File: src/rtl/ps2_key_decoder.sv
// PS/2 keyboard receiver: conditions the raw clock/data lines, deframes 11-bit
// frames and turns scan-code bytes (with E0/F0/E1 prefixes) into ps2_key events.
module ps2_key_decoder #(
  parameter int FILT_CYC    = 8,
  parameter int TIMEOUT_CYC = 9600
) (
  input  logic        clk_sys,
  input  logic        RESET,
  input  logic        ps2_clk_in,
  input  logic        ps2_dat_in,
  output logic [10:0] ps2_key,
  output logic        frame_err,
  output logic        busy
);

  localparam int DATA_W = 8;
  localparam int FILT_W = $clog2(FILT_CYC + 1);
  localparam int TMO_W  = $clog2(TIMEOUT_CYC + 1);

  typedef enum logic [1:0] {
    S_IDLE,
    S_DATA,
    S_PARITY,
    S_STOP
  } state_t;

  function automatic logic odd_parity_ok(input logic [DATA_W-1:0] data, input logic par);
    odd_parity_ok = (^data) ^ par;
  endfunction

  function automatic logic is_kbd_response(input logic [DATA_W-1:0] data);
    is_kbd_response = (data == 8'hFA) || (data == 8'hAA) || (data == 8'hEE) ||
                      (data == 8'hFE) || (data == 8'h00) || (data == 8'hFF);
  endfunction

  // Stage p0/p1: two-flop synchronisers, idle-high
  logic clk_p0, clk_p1, dat_p0, dat_p1;

  always_ff @(posedge clk_sys or posedge RESET) begin
    if (RESET) begin
      clk_p0 <= 1'b1;
      clk_p1 <= 1'b1;
      dat_p0 <= 1'b1;
      dat_p1 <= 1'b1;
    end else begin
      clk_p0 <= ps2_clk_in;
      clk_p1 <= clk_p0;
      dat_p0 <= ps2_dat_in;
      dat_p1 <= dat_p0;
    end
  end

  // Stage p2: level filters; a line only moves after FILT_CYC steady cycles
  logic              clk_filt_p2, dat_filt_p2, clk_filt_d;
  logic [FILT_W-1:0] clk_fcnt, dat_fcnt;

  always_ff @(posedge clk_sys or posedge RESET) begin
    if (RESET) begin
      clk_filt_p2 <= 1'b1;
      clk_fcnt    <= '0;
    end else if (clk_p1 != clk_filt_p2) begin
      if (clk_fcnt == FILT_W'(FILT_CYC - 1)) begin
        clk_filt_p2 <= clk_p1;
        clk_fcnt    <= '0;
      end else begin
        clk_fcnt <= clk_fcnt + FILT_W'(1);
      end
    end else begin
      clk_fcnt <= '0;
    end
  end

  always_ff @(posedge clk_sys or posedge RESET) begin
    if (RESET) begin
      dat_filt_p2 <= 1'b1;
      dat_fcnt    <= '0;
    end else if (dat_p1 != dat_filt_p2) begin
      if (dat_fcnt == FILT_W'(FILT_CYC - 1)) begin
        dat_filt_p2 <= dat_p1;
        dat_fcnt    <= '0;
      end else begin
        dat_fcnt <= dat_fcnt + FILT_W'(1);
      end
    end else begin
      dat_fcnt <= '0;
    end
  end

  always_ff @(posedge clk_sys or posedge RESET) begin
    if (RESET) clk_filt_d <= 1'b1;
    else       clk_filt_d <= clk_filt_p2;
  end

  logic fall_stb;
  assign fall_stb = clk_filt_d & ~clk_filt_p2;

  // Frame state machine and byte handling
  state_t            state, state_n;
  logic [2:0]        bit_cnt, bit_cnt_n;
  logic [TMO_W-1:0]  tmo_cnt, tmo_n;
  logic [DATA_W-1:0] shreg, shreg_n;
  logic              par_bit, par_n;
  logic              ext, ext_n, brk, brk_n;
  logic [2:0]        skip, skip_n;
  logic [10:0]       key_n;
  logic              err_n;
  logic              byte_vld;

  always_ff @(posedge clk_sys or posedge RESET) begin
    if (RESET) begin
      state     <= S_IDLE;
      bit_cnt   <= '0;
      tmo_cnt   <= '0;
      ext       <= 1'b0;
      brk       <= 1'b0;
      skip      <= '0;
      ps2_key   <= '0;
      frame_err <= 1'b0;
    end else begin
      state     <= state_n;
      bit_cnt   <= bit_cnt_n;
      tmo_cnt   <= tmo_n;
      ext       <= ext_n;
      brk       <= brk_n;
      skip      <= skip_n;
      ps2_key   <= key_n;
      frame_err <= err_n;
    end
  end

  always_ff @(posedge clk_sys) begin
    shreg   <= shreg_n;
    par_bit <= par_n;
  end

  always_comb begin
    state_n   = state;
    bit_cnt_n = bit_cnt;
    shreg_n   = shreg;
    par_n     = par_bit;
    ext_n     = ext;
    brk_n     = brk;
    skip_n    = skip;
    key_n     = ps2_key;
    err_n     = 1'b0;
    byte_vld  = 1'b0;

    if (state == S_IDLE || fall_stb) tmo_n = '0;
    else                             tmo_n = tmo_cnt + TMO_W'(1);

    case (state)
      S_IDLE: begin
        if (fall_stb) begin
          if (!dat_filt_p2) begin
            state_n   = S_DATA;
            bit_cnt_n = '0;
          end else begin
            err_n = 1'b1;
          end
        end
      end
      S_DATA: begin
        if (fall_stb) begin
          shreg_n   = {dat_filt_p2, shreg[DATA_W-1:1]};
          bit_cnt_n = bit_cnt + 3'd1;
          if (bit_cnt == 3'd7) state_n = S_PARITY;
        end
      end
      S_PARITY: begin
        if (fall_stb) begin
          par_n   = dat_filt_p2;
          state_n = S_STOP;
        end
      end
      S_STOP: begin
        if (fall_stb) begin
          state_n = S_IDLE;
          if (dat_filt_p2 && odd_parity_ok(shreg, par_bit)) begin
            byte_vld = 1'b1;
          end else begin
            err_n = 1'b1;
            ext_n = 1'b0;
            brk_n = 1'b0;
          end
        end
      end
      default: state_n = S_IDLE;
    endcase

    // A strobe in the expiry cycle has already cleared the counter and wins
    if (state != S_IDLE && !fall_stb && tmo_cnt == TMO_W'(TIMEOUT_CYC - 1)) begin
      state_n = S_IDLE;
      tmo_n   = '0;
      err_n   = 1'b1;
      ext_n   = 1'b0;
      brk_n   = 1'b0;
    end

    if (byte_vld) begin
      if (skip != 3'd0) begin
        skip_n = skip - 3'd1;
      end else if (shreg == 8'hE1) begin
        skip_n = 3'd7;
      end else if (shreg == 8'hE0) begin
        ext_n = 1'b1;
      end else if (shreg == 8'hF0) begin
        brk_n = 1'b1;
      end else if (!ext && !brk && is_kbd_response(shreg)) begin
        key_n = ps2_key;
      end else begin
        key_n = {~ps2_key[10], ~brk, ext, shreg};
        ext_n = 1'b0;
        brk_n = 1'b0;
      end
    end
  end

  assign busy = (state != S_IDLE);

endmodule

File: config.mk
export PLATFORM = sky130hd
export DESIGN_NAME = ps2_key_decoder
export DESIGN_NICKNAME = d
export VERILOG_FILES = /design/src/rtl/ps2_key_decoder.sv
export SDC_FILE = /design/constraint.sdc
export NUM_CORES = 1
export LEC_CHECK = 0
export ABC_AREA = 1
export CAP_MARGIN = 20
export CORE_ASPECT_RATIO = 0.75
export CORE_MARGIN = 2
export CORE_UTILIZATION = 40
export CTS_CLUSTER_DIAMETER = 60
export DETAILED_ROUTE_END_ITERATION = 10
export PLACE_DENSITY = 0.57
export SLEW_MARGIN = 20
export SYNTH_ARGS = -nofsm -noshare
export SYNTH_HDL_FRONTEND = slang
export SYNTH_SLANG_ARGS = --single-unit
File: constraint.sdc
create_clock -name clk_sys -period 4.4 [get_ports clk_sys]
set_input_delay 0.66 -clock clk_sys [delete_from_list [all_inputs] [get_ports clk_sys]]
set_output_delay 0.66 -clock clk_sys [all_outputs]
set_load 0.005 [all_outputs]
Word level (Yosys, flattened, before mapping):

Index checks and enable logic that the tools add are counted.

* bits in registers: 60
* bits in latches: 0
* bits in writable memories: 0
* ROM bits: 0
* bits of input ports: 4
* memories kept: 0

* add/subtract/negate cells: 5
* multipliers: 0
* div/mod/pow operators: 0
* order comparisons: 0
* equality and inequality tests: 26
* shift operators: 0
* multiplexer cells: 49
* bitwise gates (word level): 10
* reductions and logical operators: 29

Operators by type and width (count)
* 8-bit == test (second input constant): 8
* 1-bit 2-to-1 mux: 28
* 14-bit 2-to-1 mux: 2
* 4-bit 2-to-1 mux: 4
* 3-bit 2-to-1 mux: 5
* 14-bit by 1-bit adder with 14-bit output (second input constant): 1
* 14-bit == test (second input constant): 1
* 2-bit 2-to-1 mux: 7
* 3-bit != test (second input constant): 4
* 6-bit AND reduction: 2
* 2-bit AND reduction: 5
* 4-bit by 1-bit adder with 4-bit output (second input constant): 2
* 4-bit by 3-bit == test with 1-bit output (second input constant): 2
* 8-bit zero test: 1
* 1-bit NOT: 8
* 2-bit one-hot mux with 4 select lines: 1
* 8-bit XOR reduction: 1
* 1-bit logical OR: 6
* 2-bit != test (second input constant): 3
* 3-bit by 2-bit != test with 1-bit output (second input constant): 2
* 3-bit one-hot mux with 2 select lines: 1
* 2-bit nonzero test: 3
* 1-bit logical AND: 5
* 2-bit == test (second input constant): 2
* other kinds (12): 15

Logic depth before layout (Yosys ltp):

* depth in word-level cells: 13
* mapped depth: 14
* gate-level depth less buffers: 13

Worst setup path before layout:

No wires, ideal clock.

* kind: register -> register
* start: register shreg[1]
* end: register ps2_key[10]
* setup time: 117 ps
* data arrival time: 1636 ps
* data required time: 4283 ps
* slack: 2647 ps
* stages on the path, launching flop included: 14
* path buffers: 1
* path through: edfxtp_1 -> inv_1 -> ha_1 -> nand2_1 -> inv_1 -> nor2_1 -> nand2_2 -> nand3_2 -> nand3_4 -> nor2_4 -> nand3_2 -> buf_6 -> nand2_1 -> nand2_1

* word-level cells in the longest chain between the ends: 9
* elaborated cells on any way between the ends: 26
* classes of those cells: eq/ne: 8; mux: 3; bitwise: 5; reduce/logical: 10

Ends and longest elaborated chain
* start, declared: RTL line 101 `logic [DATA_W-1:0] shreg, shreg_n;`
* start signal, assigned: RTL line 132 `shreg <= shreg_n;`
* parallel branches: the longest is 8 deep, another holds 8-bit XOR reduction
* 6-bit AND reduction (no source line) (*)
* end signal, assigned: RTL line 126 `ps2_key <= key_n;`
* end, declared: RTL line 11 `output logic [10:0] ps2_key,`

Every way passes the cells marked *.
A chain may end at the register's enable or synchronous reset.

Worst setup path in the final report:

* start: register state[1]
* end: output busy

* word-level cells in the longest chain between the ends: 1

Ends and longest elaborated chain
* start, declared: RTL line 98 `state_t state, state_n;`
* start signal, assigned: RTL line 120 `state <= state_n;`
* 2-bit nonzero test: RTL line 218 `assign busy = (state != S_IDLE);`
* end, declared: RTL line 13 `output logic busy`

No other way between the ends.

==> impl_metrics.json <==
{
  "status": "complete, no violations",
  "max_freq_mhz": 423,
  "p_sw_share_pct": 32.7,
  "first_iter_violations": 89,
  "startpoint": "state[1]",
  "synth_nets": 385,
  "grt_usage_pct": 15.4,
  "antenna_found_initial": 0,
  "clkLatencyLatePin_ns": 0.33,
  "grt_pass1_vias": 2244,
  "fillers": 732,
  "cts_root_buf": "clkbuf_8",
  "wl_per_cell_um": 12.0,
  "drt_wl_total_mm": 5.87,
  "cts_buffer_depth": 2,
  "syn_inst": 357,
  "hold_path_class": "flop to flop",
  "place.gp.congestion": 0.898,
  "power_frac_seq_pct": 43.5,
  "syn_area_per_cell_um2": 8.95,
  "htreeDepth": 3,
  "worst_pin_slew_ns": 1.01,
  "cts_tree": "done",
  "cp.required_ns": 3.74,
  "critPathCaptureType": "output pin",
  "num_vias": 2290,
  "final_cell_mix": "nand2_1 (77), inv_1 (47), dfrtp_1 (44), nor2_1 (39), ha_1 (24)",
  "p_leak_nw": 1.74,
  "dp_hpwl_mm": 4.25,
  "path_class": "flop to output pin",
  "synthTopCellsByArea": "dfrtp_1 (34%), ha_1 (9.4%), nand2_1 (9.0%)",
  "hold_violations": 0,
  "fin_crit_ns": 2.37,
  "post_cts_buffers": 0,
  "dr.pass1.iters": 4,
  "worstReg2RegStart": "shreg[2]",
  "gr-total-overflow": 0,
  "critPathArrivalTime_ns": 1.71,
  "hold_buffers": 0,
  "syn2layout_area_growth_pct": 14.8,
  "clk_pin_slew_ns": 0.07,
  "grt_max_degree": 28,
  "yosysTopAreaCell": "dfrtp_1",
  "cts_sinks": 60,
  "fin_setup_tns_ns": 0,
  "cp_max_fo": 5,
  "drc": 0,
  "cts_resized": 0,
  "final_layout_size_suffix_gt1_share_pct": 13.5,
  "rows": 28,
  "setup_viol": 0,
  "intPower_mw": 1.13,
  "slew_headroom_pct": 32.5,
  "core_mm2": 0.00781,
  "ys_types": 38,
  "pin_count": 17,
  "nNetsFinal": 409,
  "die_h_um": 81.4,
  "die_width_um": 107,
  "p_switching_uw": 550,
  "cts_buffers": 9,
  "ys_ff_latch": 60,
  "placedCellCount": 475,
  "final_cells": 491,
  "io_buffers": 16,
  "antenna_cells": 0,
  "dieArea_mm2": 0.00873,
  "fin_worst_skew_ns": 0.00469,
  "synth_seq_area_share_pct": 48.6,
  "initial_core_util_pct": 40.9,
  "critPathLaunchType": "flop",
  "synth_area_mm2": 0.00320,
  "max-vdd-ir-drop_mv": 0.236,
  "hold_path.startpoint": "clk_p0",
  "yosysTopAreaCellShare_pct": 34.4,
  "clkPwrFrac_pct": 30.0,
  "via_per_inst": 4.66,
  "rsz0062_at_grt": "no",
  "ant_nets": 0,
  "power_frac_comb_pct": 26.5,
  "finalMaxSlewViolations": 0,
  "fin_area_mm2": 0.00367,
  "finalCritPeriodShare_pct": 53.8,
  "power_density_mw_per_mm2": 459,
  "place_area_mm2": 0.00347,
  "drv_cap": 0,
  "yosysWarnings": 0,
  "hold_ws_ns": 0.357,
  "layout_commonest_cell": "nand2_1",
  "grt_pass1_wl_mm": 10.4
}
## final cells by class
type | instances | area [µm²] | share of cell area [%]
Clock inverter | 4 | 46.3 | 1.26
Timing Repair Buffer | 17 | 168 | 4.57
Multi-Input combinational cell | 237 | 1400 | 38.3
Tap cell | 105 | 131 | 3.58
Inverter | 56 | 210 | 5.73
Clock buffer | 12 | 155 | 4.23
Sequential cell | 60 | 1560 | 42.4
## path summary, 6_finish.rpt
| kind | slack, ns | end | cells past startpoint |
|---|---|---|---|
| setup reg to reg | 2.16 | ps2_key[6] | 10 |
| min in group asynchronous | 0.68 | ps2_key[3] | 2 |
| setup / recovery | 2.03 | busy | 4 |
| max in group asynchronous | 2.92 | dat_filt_p2 | 3 |
| hold / removal | 0.36 | clk_p1 | 0 |
| hold reg to reg | 0.36 | clk_p1 | 0 |
## cells by family after synthesis
logic type / share of synthesized area (%)
AO/OA/AOI/OAI: 6.93
XOR/XNOR: 2.74
adder cells (fa/ha/maj): 9.39
buffers and inverters: 7.44
flip-flops: 48.6
AND/OR/NAND/NOR: 24.9
## flip-flops by register name, summed over array words and instances, names as in the netlist, 2 cells and up
name      count
tmo_cnt      14
state         2
clk_fcnt      4
skip          3
shreg         8
ps2_key      11
dat_fcnt      4
bit_cnt       3
## layer usage
layer	global-route usage (%)	routed length, µm
met1	22.1	3170
met2	21.8	2450
met3	4.92	181
met4	5.97	70
met5	0	0
## critical path, cell delays in order, from the launching register on
cell             delay (ns)
dfrtp_1                0.41
inv_1                  0.08
ha_1                   0.27
inv_1                  0.10
clkdlybuf4s50_1        0.51
## metrics by stage
step                      worst slack [ns]  power (mW)  util (%)
after global placement                2.21        1.18      44.4
after detailed placement              2.18        1.19      44.4
final                                 2.03        1.68      47.0
after floorplan                       2.52        1.06         -
after global routing                  1.87        1.82      47.0
after CTS                             2.01        1.71      47.0
## synth_stat cells (all sizes together)
cell,n
nor3,7
nor3b,1
xor2,3
buf,3
edfxtp,9
nor2,44
ha,24
nand4,15
nand3,15
o21ai,16
dfrtp,44
a31oi,2
a21oi,13
a211oi,1
o211ai,1
nand3b,2
clkbuf,1
nand2,83
xnor2,7
o21bai,1
a32o,1
a31o,1
inv,56
dfstp,7
## power by group through the flow
stage          logic, mW  registers, mW  clock network, mW
2_1_floorplan      0.336          0.725                  0
3_3_place_gp       0.442          0.740                  0
3_5_place_dp       0.449          0.740                  0
4_1_cts            0.451          0.733              0.522
5_1_grt            0.523          0.747              0.549
6_report           0.445          0.732              0.505
(Power assumes the default switching activity.)
